`config.mk`:
```
export PLATFORM = sky130hd
export DESIGN_NAME = stream_rr_arbiter
export DESIGN_NICKNAME = d
export VERILOG_FILES = /design/src/rtl/stream_arb_pkg.sv /design/src/rtl/stream_rr_arbiter_rr_pick.sv /design/src/rtl/stream_rr_arbiter.sv
export SDC_FILE = /design/constraint.sdc
export NUM_CORES = 1
export LEC_CHECK = 0
export ABC_CLOCK_PERIOD_IN_PS = 5500
export CORE_ASPECT_RATIO = 1.5
export CORE_MARGIN = 2
export CORE_UTILIZATION = 39
export CTS_CLUSTER_DIAMETER = 50
export CTS_CLUSTER_SIZE = 16
export DETAILED_ROUTE_END_ITERATION = 8
export GPL_TIMING_DRIVEN = 0
export PLACE_DENSITY = 0.79
export SLEW_MARGIN = 20
export SYNTH_ARGS = -nofsm -noshare
export SYNTH_HDL_FRONTEND = slang
export SYNTH_SLANG_ARGS = --single-unit
```
`constraint.sdc`:
```
create_clock -name clk -period 5.5 [get_ports clk]
set_input_delay 1.65 -clock clk [delete_from_list [all_inputs] [get_ports clk]]
set_output_delay 1.65 -clock clk [all_outputs]
set_load 0.02 [all_outputs]
```
`src/rtl/stream_arb_pkg.sv`:
```
// Shared widths, helper and index type for the round-robin stream arbiter.
// The optional packet lock is compiled in with ARB_LOCK_EN.
package stream_arb_pkg;

   // Index width that never collapses to zero bits.
   function automatic int clog2_min1(input int n);
      return (n <= 1) ? 1 : $clog2(n);
   endfunction

   localparam int DEFAULT_N   = 4;
   localparam int DEFAULT_L   = 8;
   localparam int DEFAULT_IDW = clog2_min1(DEFAULT_N);

   typedef logic [DEFAULT_IDW-1:0] gnt_idx_t;

endpackage

```
`src/rtl/stream_rr_arbiter_rr_pick.sv`:
```
// Combinational round-robin pick: the first request at or after (last+1) mod N wins.
// Implemented as rotate, priority encode, un-rotate.
module rr_pick
   import stream_arb_pkg::*;
#(
   parameter int N   = DEFAULT_N,
   parameter int IDW = clog2_min1(N)
) (
   input  logic [N-1:0]   req,
   input  logic [IDW-1:0] last,
   output logic           gnt_valid,
   output logic [IDW-1:0] gnt_idx
);

   logic [IDW:0]   start;
   logic [2*N-1:0] req_dbl;
   logic [N-1:0]   req_rot;
   logic [IDW:0]   enc;
   logic [IDW:0]   sum;

   always_comb begin
      start = {1'b0, last} + (IDW+1)'(1);
      if (start >= (IDW+1)'(N)) begin
         start = '0;
      end
      req_dbl = {req, req};
      req_rot = N'(req_dbl >> start);

      gnt_valid = |req_rot;
      enc = '0;
      for (int i = N-1; i >= 0; i--) begin
         if (req_rot[i]) begin
            enc = (IDW+1)'(i);
         end
      end

      // Both terms are below N, so one conditional subtract is a full modulo.
      sum = enc + start;
      if (sum >= (IDW+1)'(N)) begin
         sum = sum - (IDW+1)'(N);
      end
      gnt_idx = IDW'(sum);
   end

endmodule

```
`src/rtl/stream_rr_arbiter.sv`:
```
// N-to-1 round-robin valid/ready arbiter with one registered output stage.
// Define ARB_LOCK_EN to keep multi-beat packets (in_last/out_last) unbroken.
module stream_rr_arbiter
   import stream_arb_pkg::*;
#(
   parameter int N   = DEFAULT_N,
   parameter int L   = DEFAULT_L,
   parameter int IDW = clog2_min1(N)
) (
   input  logic           clk,
   input  logic           rst,
   input  logic [N-1:0]   in_valid,
   input  logic [N*L-1:0] in_data,
   output logic [N-1:0]   in_ready,
`ifdef ARB_LOCK_EN
   input  logic [N-1:0]   in_last,
   output logic           out_last,
`endif
   output logic           out_valid,
   output logic [L-1:0]   out_data,
   output logic [IDW-1:0] out_id,
   input  logic           out_ready
);

   logic           out_valid_q, out_valid_d;
   logic [L-1:0]   out_data_q,  out_data_d;
   logic [IDW-1:0] out_id_q,    out_id_d;
   logic [IDW-1:0] last_q,      last_d;
   logic           load;
   logic           xfer;
   logic           pick_valid;
   logic [IDW-1:0] pick_idx;
   logic           grant_valid;
   logic [IDW-1:0] grant_idx;
   logic           grant_held;
`ifdef ARB_LOCK_EN
   logic           locked_q,   locked_d;
   logic [IDW-1:0] lock_id_q,  lock_id_d;
   logic           out_last_q, out_last_d;
`endif

   rr_pick #(
      .N   (N),
      .IDW (IDW)
   ) u_pick (
      .req       (in_valid),
      .last      (last_q),
      .gnt_valid (pick_valid),
      .gnt_idx   (pick_idx)
   );

   always_comb begin
      load        = !out_valid_q || out_ready;
      grant_valid = pick_valid;
      grant_idx   = pick_idx;
      grant_held  = 1'b0;
`ifdef ARB_LOCK_EN
      // A locked packet owns the channel even while its source idles.
      if (locked_q) begin
         grant_idx   = lock_id_q;
         grant_valid = in_valid[lock_id_q];
         grant_held  = 1'b1;
      end
`endif
      in_ready = '0;
      if (load && (grant_valid || grant_held)) begin
         in_ready[grant_idx] = 1'b1;
      end
      xfer = load && grant_valid;

      out_valid_d = out_valid_q;
      out_data_d  = out_data_q;
      out_id_d    = out_id_q;
      last_d      = last_q;
`ifdef ARB_LOCK_EN
      locked_d    = locked_q;
      lock_id_d   = lock_id_q;
      out_last_d  = out_last_q;
`endif
      if (xfer) begin
         out_valid_d = 1'b1;
         out_data_d  = in_data[int'(grant_idx)*L +: L];
         out_id_d    = grant_idx;
         last_d      = grant_idx;
`ifdef ARB_LOCK_EN
         out_last_d  = in_last[grant_idx];
         locked_d    = !in_last[grant_idx];
         lock_id_d   = grant_idx;
`endif
      end else if (load) begin
         out_valid_d = 1'b0;
      end
   end

   always_ff @(posedge clk or negedge rst) begin
      if (!rst) begin
         out_valid_q <= 1'b0;
         out_data_q  <= '0;
         out_id_q    <= '0;
         last_q      <= IDW'(N-1);
`ifdef ARB_LOCK_EN
         locked_q    <= 1'b0;
         lock_id_q   <= '0;
         out_last_q  <= 1'b0;
`endif
      end else begin
         out_valid_q <= out_valid_d;
         out_data_q  <= out_data_d;
         out_id_q    <= out_id_d;
         last_q      <= last_d;
`ifdef ARB_LOCK_EN
         locked_q    <= locked_d;
         lock_id_q   <= lock_id_d;
         out_last_q  <= out_last_d;
`endif
      end
   end

   assign out_valid = out_valid_q;
   assign out_data  = out_data_q;
   assign out_id    = out_id_q;
`ifdef ARB_LOCK_EN
   assign out_last  = out_last_q;
`endif

endmodule
```
Word-level counts from Yosys, hierarchy flattened

Index checks and enable logic that the tools add are counted.

Bits in read-only memories: 0
Bits in latches: 0
Word-level logic and storage cells: 30
Flip-flop bits (word level): 13
RAM bits: 0
Memories kept: 0

Order comparisons: 4
Muxes and demuxes: 11
Reductions and logical operators: 6
Multiply operators: 0
Eq/ne operators: 0
Bitwise logic cells: 0
Shift operators: 2
Add/subtract/negate cells: 3
Div/mod/pow operators: 0

Operators by type and width:

| kind                                                                         | count |
|---|---|
| 32-bit by 6-bit indexed part select with 8-bit output                        | 1 |
| 2-bit 2-to-1 mux                                                             | 5 |
| 8-bit by 3-bit >> shifter with 4-bit output                                  | 1 |
| 3-bit >= comparator, second input constant                                   | 2 |
| 4-bit 2-to-1 mux                                                             | 1 |
| 4-bit OR reduction                                                           | 1 |
| 2-bit by 1-bit adder with 3-bit output, second input constant                | 1 |
| 2-bit by 3-bit adder with 3-bit output                                       | 1 |
| 2-bit by 3-bit less-than comparator with 1-bit output, second input constant | 1 |
| 1-bit 2-to-1 mux                                                             | 3 |
| 3-bit 2-to-1 mux                                                             | 1 |
| 1-bit demux with 2-bit select                                                | 1 |
| 2-bit by 1-bit >= comparator with 1-bit output, second input constant        | 1 |
| 1-bit logical AND                                                            | 2 |
| 2-bit nonzero test                                                           | 1 |
| 2-bit by 1-bit subtractor with 2-bit output, second input constant           | 1 |
| 1-bit logical NOT                                                            | 1 |
| 1-bit logical OR                                                             | 1 |

Longest topological paths before layout

Depth in word-level cells: 16
Mapped depth: 11
Gate-level depth less buffers: 10

Modules after synthesis

A second synthesis with hierarchy kept.

Cell total of the unflattened synthesis: 72
Area, all modules: 894.6 um^2

By module, submodules not included:

| module            | instances | area each (um^2) | cells an instance |
|---|---|---|---|
| stream_rr_arbiter | 1         | 718.2            | 45 |
| rr_pick           | 1         | 176.4            | 27 |

Worst setup path before layout

Ideal clock, no wire load.

Path kind: in2out
Start: in in_valid[0]
End: out in_ready[1]
Arrival: 3602 ps
Data required time: 3850 ps
Setup slack: 248 ps
Stages on the path: 9
Cell sequence: nand2b_1 > o22ai_1 > o21ai_0 > o221ai_1 > ha_1 > clkbuf_1 > buf_1 > nand2_1 > nor2_1

Longest elaborated chain between the ends: 13
Elaborated cells on any way between the ends: 17
Classes of those cells: add/sub (2); order compare (3); shift (1); mux (8); reduce/logical (3)

Ends and longest elaborated chain:

| item                                                                                                                                                 | RTL line                                                         | RTL |
|---|---|---|
| from (decl)                                                                                                                                          | stream_rr_arbiter.sv:12                                          | `input logic [N-1:0] in_valid,` |
| 8-bit by 3-bit >> shifter with 4-bit output *                                                                                                        | stream_rr_arbiter_rr_pick.sv:27                                  | `req_rot = N'(req_dbl >> start);` |
| 2-bit 2-to-1 mux (3 in series)                                                                                                                       | stream_rr_arbiter_rr_pick.sv:32                                  | `if (req_rot[i]) begin` |
| 2-bit 2-to-1 mux *                                                                                                                                   | stream_rr_arbiter_rr_pick.sv:32                                  |  |
| 2-bit by 3-bit adder with 3-bit output *                                                                                                             | stream_rr_arbiter_rr_pick.sv:38                                  | `sum = enc + start;` |
| 3-bit >= comparator / 2-bit by 1-bit subtractor with 2-bit output (equally long branches)                                                            | stream_rr_arbiter_rr_pick.sv:39, stream_rr_arbiter_rr_pick.sv:40 |  |
| 2-bit 2-to-1 mux *                                                                                                                                   | stream_rr_arbiter_rr_pick.sv:39                                  | `if (sum >= (IDW+1)'(N)) begin` |
| named net grant_idx[0]                                                                                                                               | stream_rr_arbiter.sv:34                                          | `logic [IDW-1:0] grant_idx;` |
| 2-bit by 3-bit less-than comparator with 1-bit output (not written as such) / 2-bit by 1-bit >= comparator with 1-bit output (equally long branches) | stream_rr_arbiter.sv:67                                          | `in_ready[grant_idx] = 1'b1;` |
| 1-bit logical AND (not written as such)                                                                                                              | stream_rr_arbiter.sv:67                                          |  |
| 1-bit 2-to-1 mux (not written as such)                                                                                                               | stream_rr_arbiter.sv:67                                          |  |
| 1-bit demux with 2-bit select *                                                                                                                      | stream_rr_arbiter.sv:67                                          |  |
| 4-bit 2-to-1 mux *                                                                                                                                   | stream_rr_arbiter.sv:66                                          | `if (load && (grant_valid \|\| grant_held)) begin` |
| to (decl)                                                                                                                                            | stream_rr_arbiter.sv:14                                          | `output logic [N-1:0] in_ready,` |

Mark *: on every way through the listed nets, which the timed path passes. The rest lies on a longest branch.

Final worst setup path

Start: in in_valid[3]
End: out in_ready[2]

Longest elaborated chain between the ends: 13
Elaborated cells on any way between the ends: 17
Classes of those cells: add/sub (2); order compare (3); shift (1); mux (8); reduce/logical (3)

Ends and longest elaborated chain:

| item                                                                                                                                                 | RTL line |
|---|---|
| 8-bit by 3-bit >> shifter with 4-bit output *                                                                                                        | stream_rr_arbiter_rr_pick.sv:27 |
| 2-bit 2-to-1 mux (4 in series)                                                                                                                       | stream_rr_arbiter_rr_pick.sv:32 |
| 2-bit by 3-bit adder with 3-bit output                                                                                                               | stream_rr_arbiter_rr_pick.sv:38 |
| 3-bit >= comparator / 2-bit by 1-bit subtractor with 2-bit output (equally long branches)                                                            | stream_rr_arbiter_rr_pick.sv:39, stream_rr_arbiter_rr_pick.sv:40 |
| 2-bit 2-to-1 mux                                                                                                                                     | stream_rr_arbiter_rr_pick.sv:39 |
| 2-bit by 3-bit less-than comparator with 1-bit output (not written as such) / 2-bit by 1-bit >= comparator with 1-bit output (equally long branches) | stream_rr_arbiter.sv:67 |
| 1-bit logical AND (not written as such)                                                                                                              | stream_rr_arbiter.sv:67 |
| 1-bit 2-to-1 mux (not written as such)                                                                                                               | stream_rr_arbiter.sv:67 |
| 1-bit demux with 2-bit select                                                                                                                        | stream_rr_arbiter.sv:67 |
| 4-bit 2-to-1 mux *                                                                                                                                   | stream_rr_arbiter.sv:66 |

Every way passes the cells marked *; elsewhere a longest branch is shown, timed or not.

==> impl_metrics.yaml <==
grt:
  grt_max_degree: 17
  grt_pass1_wl_um: 5030
  grt_usage_pct: 22.50
  grt_antenna_before_repair: 0
  grt_pass1_vias: 1113
  grt_overflow: 0
logic_synthesis:
  syn_area_per_cell_um2: 9.124
  async_reset_ff_share_pct: 100.0
  netlist_instances: 113
  synthFlopType: "dfrtp_1"
  synth_edf_count: 0
  ys_ff_latch: 13
  seq_area_frac_synth_pct: 31.80
  synth_area_um2: 1031
  synth_cell_types: 32
  yosysWarnings: 0
  synth_nets: 154
cts:
  h-tree-depth: 1
  clockRootBuffer: "clkbuf_4"
  clock_latency_ns: 0.28
  cts_tree: "built"
  cts_sinks: 13
  clockBufferDepth: 2
  cts.clk_slew.worst_paths_ns: 0.08
  cts_buffers: 3
critical_path:
  cp-start-kind: "input port"
  r2r-start: "last_q[0]"
  startpoint: "in_valid[3]"
  worstReg2RegEnd: "out_data[3]"
  reg2reg_depth: 11
  crit_type: "input port to primary output"
  endpoint: "in_ready[2]"
  critical_path_arrival_ns: 3.70
  cp.required_ns: 3.85
  endpoint_kind: "primary output"
  reg2reg_setup_slack_ns: 2.52
  worstPathMaxFanout: 9
floorplanning:
  initial_utilization_pct: 41.62
  dieArea_um2: 3079
  fp.dieW_um: 45.98
  design.core.area_um2: 2477
  die_h_um: 66.97
  io_pins: 54
  row_count: 22
run_status:
  status: "finished, final reports clean"
pwr:
  ir_drop_uv: 475.5
  power.internal_mw: 0.6214
  p_per_area_nw_per_um2: 771.8
  finalPower_mw: 1.275
  clockPowerShare_pct: 4.7
  swShare_pct: 51.25
  p_leak_nw: 0.6190
  net-switching-power_mw: 0.6533
  seqPwrFrac_pct: 14.0
  p_comb_share_pct: 81.2
route:
  wire_per_inst_um: 15.37
  first_pass_iters: 4
  viasPerCell: 5.770
  drcViolationCount: 0
  drt-total-wl_um: 3012
  routed-via-count: 1131
  drt_iter0_markers: 25
  ant_nets: 0
timing:
  fmax_mhz: 187.0
  finalCritPeriodShare_pct: 97.21
  hold_violations: 0
  finalClockSkew_ns: 0.0005275
  rsz0062_at_grt: "no"
  layout_setup_ws_ns: 0.1537
  slew_headroom_pct: 57.71
  whs_ns: 0.4837
  drv_slew: 0
  timing.setup.tns_ns: 0
  worstMarginPinSlew_ns: 0.6327
  finalSetupViolCount: 0
  min_period_ns: 5.346
run:
  cap_violations: 0
placement:
  dp_hpwl_um: 2356
  preCtsSetupSlack_ns: -1.257
  postPlaceCellArea_um2: 1592
  routabilityCongestion: 0.8160
  dp_cells: 190
  port_buffers: 53
final_layout:
  area_growth_pct: 60.19
  nFillCells: 213
  post-route-util_pct: 66.67
  diodes: 0
  design_area_um2: 1652
  nets: 214
  final_cell_count_no_fill: 196
  drive_gt1_share_pct: 19.77
min_path:
  hold_path.class: "flip-flop to flip-flop"
==> repair_timing <==
action	CTS	global route
setup endpoints to repair	4	3
setup buffers	2	1
gates resized for setup	24	8
hold buffers	0	0
pin swaps	2	1
==> logic make-up (layout without fill, tap and decap cells) <==
kind of cell    after synthesis  in the layout  share of synthesized area (%)
simple gates                 52             52                          26.58
compound gates               39             39                          35.92
fa+ha+maj                     2              2                          2.427
flops                        13             13                          31.80
buf+inv                       7             66                          3.275
==> per-layer routing <==
layer	GRT usage, %	up-vias	routed length, um
met3	2.981	8	129
li1	-	558	-
met5	0	-	0
met4	9.643	0	99
met1	26.96	519	1271
met2	38.37	46	1512
==> flip-flops by register name, summed over array words and instances (netlist names) <==
name / count
out_data: 8
last_q: 2
out_id: 2
out_valid: 1
==> worst min path at each step <==
stage / to / slack (ns) / depth (start not counted) / startpoint
after floorplan: last_q[0] / 0.46 / 2 / last_q[0]
after global placement: out_id[0] / 0.46 / 2 / out_id[0]
after detailed placement: out_id[0] / 0.47 / 2 / out_id[0]
after CTS: out_id[0] / 0.49 / 2 / out_id[0]
after global routing: last_q[0] / 0.51 / 2 / last_q[0]
final: out_id[0] / 0.48 / 2 / out_id[0]
==> cell usage in the layout (no fill, tap or decap), types with 2 or more instances in the layout <==
cell type and n:
nor3_1 2, buf_4 4, a21oi_1 2, o21ai_1 2, buf_2 2, o31ai_1 9
clkdlybuf4s50_1 45, nor2b_1 16, clkbuf_4 3, nand2b_1 2, nand3_1 2, nor2_2 3
a2111oi_0 8, dfstp_2 2, dfrtp_1 11, dlygate4sd2_1 2, a221oi_2 8, clkbuf_2 2
o21ai_0 2, nand2_1 18, clkbuf_1 4, nor2_1 5
==> power by group through the flow <==
stage,sequential [mW],combinational [mW],clock (mW)
3_3_place_gp,0.178,0.941,0
3_5_place_dp,0.180,0.970,0
4_1_cts,0.178,1.03,0.0603
5_1_grt,0.183,1.14,0.0629
6_report,0.179,1.04,0.0604
2_1_floorplan,0.221,0.634,0
==> synth_stat cells (all sizes together) (2+ instances only) <==
library cell | count | area (um^2)
clkbuf | 4 | 15.01
a21oi | 3 | 18.77
nand3 | 2 | 10.01
a2111oi | 8 | 70.07
buf | 2 | 15.01
dfstp | 2 | 52.55
nand2b | 2 | 12.51
dfrtp | 11 | 275.3
a221oi | 8 | 120.1
nor2b | 16 | 100.1
o21ai | 4 | 20.01
o31ai | 10 | 88.83
nor2 | 8 | 32.54
nor3 | 2 | 10.01
ha | 2 | 25.02
nand2 | 18 | 67.56
==> critical path, stage by stage <==
cell and delay [ns]:
clkdlybuf4s15_2 0.25, inv_1 0.07, o311ai_0 0.31, o21ai_1 0.13
o221ai_2 0.11, ha_4 0.19, buf_4 0.12, o31a_2 0.24
nor2_1 0.12, nor3_1 0.18, clkdlybuf4s15_1 0.32
==> final cells by class <==
class	count	area (um^2)	share of cell area, %
Buffer	5	30.03	1.818
Clock buffer	4	26.28	1.591
Inverter	1	3.754	0.2273
Multi-Input combinational cell	93	701.9	42.50
Sequential cell	13	327.8	19.85
Tap cell	24	30.03	1.818
Timing Repair Buffer	56	531.8	32.20
(Power assumes the default switching activity.)
==> variant 1 (config.mk and constraints unchanged) <==
The option `ARB_LOCK_EN` is turned on by a define.
--- a/src/rtl/stream_rr_arbiter.sv
+++ b/src/rtl/stream_rr_arbiter.sv
@@ -1,4 +1,6 @@
 // N-to-1 round-robin valid/ready arbiter with one registered output stage.
 // Define ARB_LOCK_EN to keep multi-beat packets (in_last/out_last) unbroken.
+`define ARB_LOCK_EN
+
 module stream_rr_arbiter
    import stream_arb_pkg::*;
Interface: changed (added in_last and out_last); port bits go from 54 to 59. The function was not compared with the original's and may differ.
==> variant 1 against the original RTL <==
Area after synthesis is 11% higher; largest cell class unchanged; largest power group unchanged; total power grew 2.2%; sequential cell count rose by 2; final area up 12%; critical endpoint is now in_ready[0]; setup slack better by 0.018 ns; sequential power is 28% higher; register-to-register slack lost 0.06 ns; wire length is 16% higher.
==> variant 1: results (changes against the original RTL) <==
| Metric | Value |
|---|---|
| Hold Path End | `out_data[3]$_DFFE_PN0P_ (was out_id[0]$_DFFE_PN0P_)` |
| Fillers | `257 (was 213)` |
| Clk_skew | `0.001866 ns (was 0.0005275 ns)` |
| Post-synth top cells | `mux2i_1 (20), dfrtp_1 (13), nor2_1 (13) (was nand2_1 (18), nor2b_1 (16), dfrtp_1 (11))` |
| Top post-synthesis cells by area | `dfrtp_1 (28%), mux2i_1 (18%), a221o_1 (7.9%) (was dfrtp_1 (27%), a221oi_2 (12%), nor2b_1 (9.7%))` |
| Hold Startpoint | `out_data[3]$_DFFE_PN0P_ (was out_id[0]$_DFFE_PN0P_)` |
| Largest stage delay, worst path | `0.30 ns (was 0.32 ns)` |
| Grt met1 use | `23.25% (was 26.96%)` |
| Sw frac | `45.82% (was 51.25%)` |
| 1st-iter DRT viols | `30 (was 25)` |
| Status | `finished clean (unchanged)` |
| Count of different cell masters after synthesis | `28 (was 32)` |
| Post-Syn Nets | `161 (was 154)` |
| Final hold slack | `0.5192 ns (was 0.4837 ns)` |
| Vias in the first global route | `1260 (was 1113)` |
| Vias | `1242 (was 1131)` |
| Share of cells above drive strength 1 | `18.68% (was 19.77%)` |
| Worst vdd ir | `400.7 uV (was 475.5 uV)` |
| Placed Area | `1773 um2 (was 1592 um2)` |
| IO Port Bufs | `58 (was 53)` |
| Final nets | `228 (was 214)` |
| Post-synthesis sequential area ratio | `33.04% (was 31.80%)` |
| Later-pin clock latency in the skew report | `0.24 ns (was 0.28 ns)` |
| R2R Setup Slk | `2.46 ns (was 2.52 ns)` |
| GP Congestion | `0.7657 (was 0.8160)` |
| Hold depth | `1 (was 2)` |
| Worst-case reg-to-reg path depth | `13 (was 11)` |
| GRT Overall Usage | `22.62% (was 22.50%)` |
## variant 1: final cells by class
| class | instances | area [um2] | area share, % |
|---|---|---|---|
| well taps | 39 | 48.80 | 2.633 |
| flip-flops and latches | 15 | 377.9 | 20.39 |
| plain buffers | 8 | 71.32 | 3.849 |
| multi-input cells | 89 | 714.4 | 38.55 |
| clock buffers | 4 | 45.04 | 2.431 |
| inverters | 4 | 15.01 | 0.8103 |
| repair buffers | 62 | 580.6 | 31.33 |
## variant 1: through the flow
stage / power (mW) / setup WS [ns] / instances
global placement: 1.106 / -0.7762 / 213
CTS: 1.287 / 0.05286 / 221
finish: 1.303 / 0.1715 / 221
global route: 1.391 / 0.01200 / 221
detailed placement: 1.139 / -0.8938 / 213
floorplan: 0.8423 / 0.3596 / 116
## variant 1: worst max path at each step
stage / start / to / slack (ns) / cells past startpoint
4_1_cts: in_valid[0] / in_ready[1] / 0.05 / 13
3_5_place_dp: in_valid[0] / in_ready[3] / -0.89 / 14
6_report: in_valid[2] / in_ready[0] / 0.17 / 12
3_3_place_gp: in_valid[0] / in_ready[3] / -0.78 / 14
2_1_floorplan: in_valid[0] / in_ready[0] / 0.36 / 10
5_1_grt: in_valid[0] / in_ready[1] / 0.01 / 13
## variant 1: worst reg2reg max path, stage by stage, from the launching register on
cell and delay (ns):
dfstp_2 0.58, ha_1 0.29, o21ai_0 0.17, a21oi_1 0.10, nor3_1 0.17, a21oi_1 0.06
ha_1 0.35, mux2i_4 0.21, buf_6 0.14, buf_4 0.15, buf_4 0.17, mux2i_1 0.20
nor2_1 0.06, a221o_1 0.29
## variant 1: layer usage
layer,part of all wire (%),vias to the layer above
li1,-,580
met1,34,586
met2,58,62
met3,4.4,14
met4,2.8,0
met5,0,-
## variant 1: what timing repair did
action	in CTS	in global routing
buffers inserted	4	0
endpoints found under the setup margin	4	4
gates resized for setup	31	7
pin swaps	1	0
hold buffers	0	0
## variant 1: cell families after synthesis
family                   synth area share [%]
AND/OR/NAND/NOR                         11.60
flip-flops                              33.04
buffers and inverters                   6.454
AO/OA/AOI/OAI                           25.27
multiplexers                            21.44
adder cells (fa/ha/maj)                 2.188
## variant 1: power groups by stage
stage | clock (mW) | sequential [mW] | combinational (mW)
after CTS | 0.0876 | 0.227 | 0.972
final | 0.0876 | 0.229 | 0.987
after global routing | 0.0962 | 0.236 | 1.06
after global placement | 0 | 0.224 | 0.882
after floorplan | 0 | 0.268 | 0.574
after detailed placement | 0 | 0.225 | 0.914
==> variant 2 (config.mk and constraints unchanged) <==
Made on the original files. Take the reset off `out_data_q` and load it in a clocked block of its own.
--- a/src/rtl/stream_rr_arbiter.sv
+++ b/src/rtl/stream_rr_arbiter.sv
@@ -96,5 +96,4 @@
       if (!rst) begin
          out_valid_q <= 1'b0;
-         out_data_q  <= '0;
          out_id_q    <= '0;
          last_q      <= IDW'(N-1);
@@ -106,5 +105,4 @@
       end else begin
          out_valid_q <= out_valid_d;
-         out_data_q  <= out_data_d;
          out_id_q    <= out_id_d;
          last_q      <= last_d;
@@ -117,4 +115,8 @@
    end
 
+   always_ff @(posedge clk) begin
+      out_data_q <= out_data_d;
+   end
+
    assign out_valid = out_valid_q;
    assign out_data  = out_data_q;
Behaviour: not the same (Yosys sat finds a counterexample within 4 cycles, from zero or initial values and one cycle with rst low).
==> variant 2 against the original RTL <==
Fmax decreased by 0.98%; final area decreased by 12%; total power decreased by 26%; critical endpoint is now in_ready[1]; wire length decreased by 29%; sequential share of layout area increased by 5.4 points; sequential cell count unchanged; area after synthesis decreased by 19%; setup slack got worse by 0.053 ns; via count decreased by 34%; synthesized cell count decreased by 48%.
==> variant 2: results (changes against the original RTL) <==
| Metric | Value |
|---|---|
| Status | `finished clean (unchanged)` |
| GP Congestion | `0.7322 (was 0.8160)` |
| Clk_skew | `0.006261 ns (was 0.0005275 ns)` |
| Top post-synthesis cells by area | `edfxtp_1 (29%), mux4_1 (25%), dfrtp_1 (9.0%) (was dfrtp_1 (27%), a221oi_2 (12%), nor2b_1 (9.7%))` |
| Crit-path slowest cell | `clkdlybuf4s50_1 (was clkdlybuf4s15_1)` |
| Setup repair bufs after CTS | `0 (was 2)` |
| Cts repair resizes | `15 (was 24)` |
| Largest delay share family, worst path | `buffers and inverters (was compound AO/OA/AOI/OAI gates)` |
| Post-Syn Nets | `100 (was 154)` |
| LEAKAGE | `0.5823 nW (was 0.6190 nW)` |
| WP data arrival | `3.75 ns (was 3.70 ns)` |
| Vias in the first global route | `716 (was 1113)` |
| Worst-case reg-to-reg path depth | `8 (was 11)` |
| Sw frac | `37.69% (was 51.25%)` |
| Hold Startpoint | `out_id[1]$_DFFE_PN0P_ (was out_id[0]$_DFFE_PN0P_)` |
| Comb pwr | `681 uW (was 1.04 mW)` |
| Grt met2 use | `34.38% (was 38.37%)` |
| Async SR Flop Fraction | `38.46% (was 100.0%)` |
| DP Wirelength | `1.673 mm (was 2.356 mm)` |
| Post-synth top cells | `edfxtp_1 (8), mux4_1 (8), nor2_1 (4) (was nand2_1 (18), nor2b_1 (16), dfrtp_1 (11))` |
| R2r endpoint | `out_data[0]$_DFFE_PP_ (was out_data[3]$_DFFE_PN0P_)` |
| R2R Setup Slk | `2.64 ns (was 2.52 ns)` |
| Final nets | `158 (was 214)` |
| Post-synthesis sequential area ratio | `43.88% (was 31.80%)` |
| Post-synth top flop | `edfxtp_1 (was dfrtp_1)` |
| Grt met1 use | `17.57% (was 26.96%)` |
| Worst slew margin | `55.67% (was 57.71%)` |
| Count of different cell masters after synthesis | `27 (was 32)` |
| Hold Path End | `out_id[1]$_DFFE_PN0P_ (was out_id[0]$_DFFE_PN0P_)` |
| Vias | `744 (was 1131)` |
| Met3 usage | `0.5952% (was 2.981%)` |
| Hold depth | `1 (was 2)` |
| Fillers | `145 (was 213)` |
| Worst slack, placed | `-0.6624 ns (was -1.257 ns)` |
| Avg WL per Cell | `15.42 um (was 15.37 um)` |
| Worst vdd ir | `579.8 uV (was 475.5 uV)` |
## variant 2: final cells by class
cell class / count / area, um2 / area share, %
repair buffers: 54 / 534.3 / 36.65
multi-input cells: 41 / 479.2 / 32.88
flip-flops and latches: 13 / 367.9 / 25.24
well taps: 22 / 27.53 / 1.888
clock buffers: 4 / 26.28 / 1.803
plain buffers: 1 / 11.26 / 0.7725
inverters: 3 / 11.26 / 0.7725
## variant 2: cells by family after synthesis
family	after synthesis	synth area share, %
flip-flops	13	43.88
XOR/XNOR	1	1.941
adder cells (fa/ha/maj)	3	4.328
AND/OR/NAND/NOR	15	9.253
multiplexers	10	27.76
buffers and inverters	5	3.134
AO/OA/AOI/OAI	12	9.702
## variant 2: metal layers
metal	share of wire (%)	wire [um]
met1	32	680
met2	62	1314
met3	4.2	89
met4	2.1	44
met5	0	0
## variant 2: worst max-delay path by stage
stage	to	slack, ns	cells after the start	from
global route	in_ready[1]	-0.02	10	in_valid[1]
floorplan	in_ready[3]	0.52	9	in_valid[1]
global placement	in_ready[3]	-0.60	10	in_valid[2]
finish	in_ready[1]	0.10	10	in_valid[1]
CTS	in_ready[3]	0.0008	10	in_valid[0]
detailed placement	in_ready[3]	-0.66	10	in_valid[0]
## variant 2: through the flow
step | cell area [um2] | cells | TNS (ns) | power [mW] | hold WS (ns)
2_1_floorplan | 838.3 | 59 | 0 | 0.6348 | 0.4931
3_3_place_gp | 1396 | 134 | -1.933 | 0.8261 | 0.4899
3_5_place_dp | 1396 | 134 | -2.161 | 0.8443 | 0.5005
4_1_cts | 1450 | 137 | 0 | 0.9329 | 0.5176
5_1_grt | 1458 | 138 | -0.01670 | 0.9969 | 0.5432
6_report | 1458 | 138 | 0 | 0.9456 | 0.5165
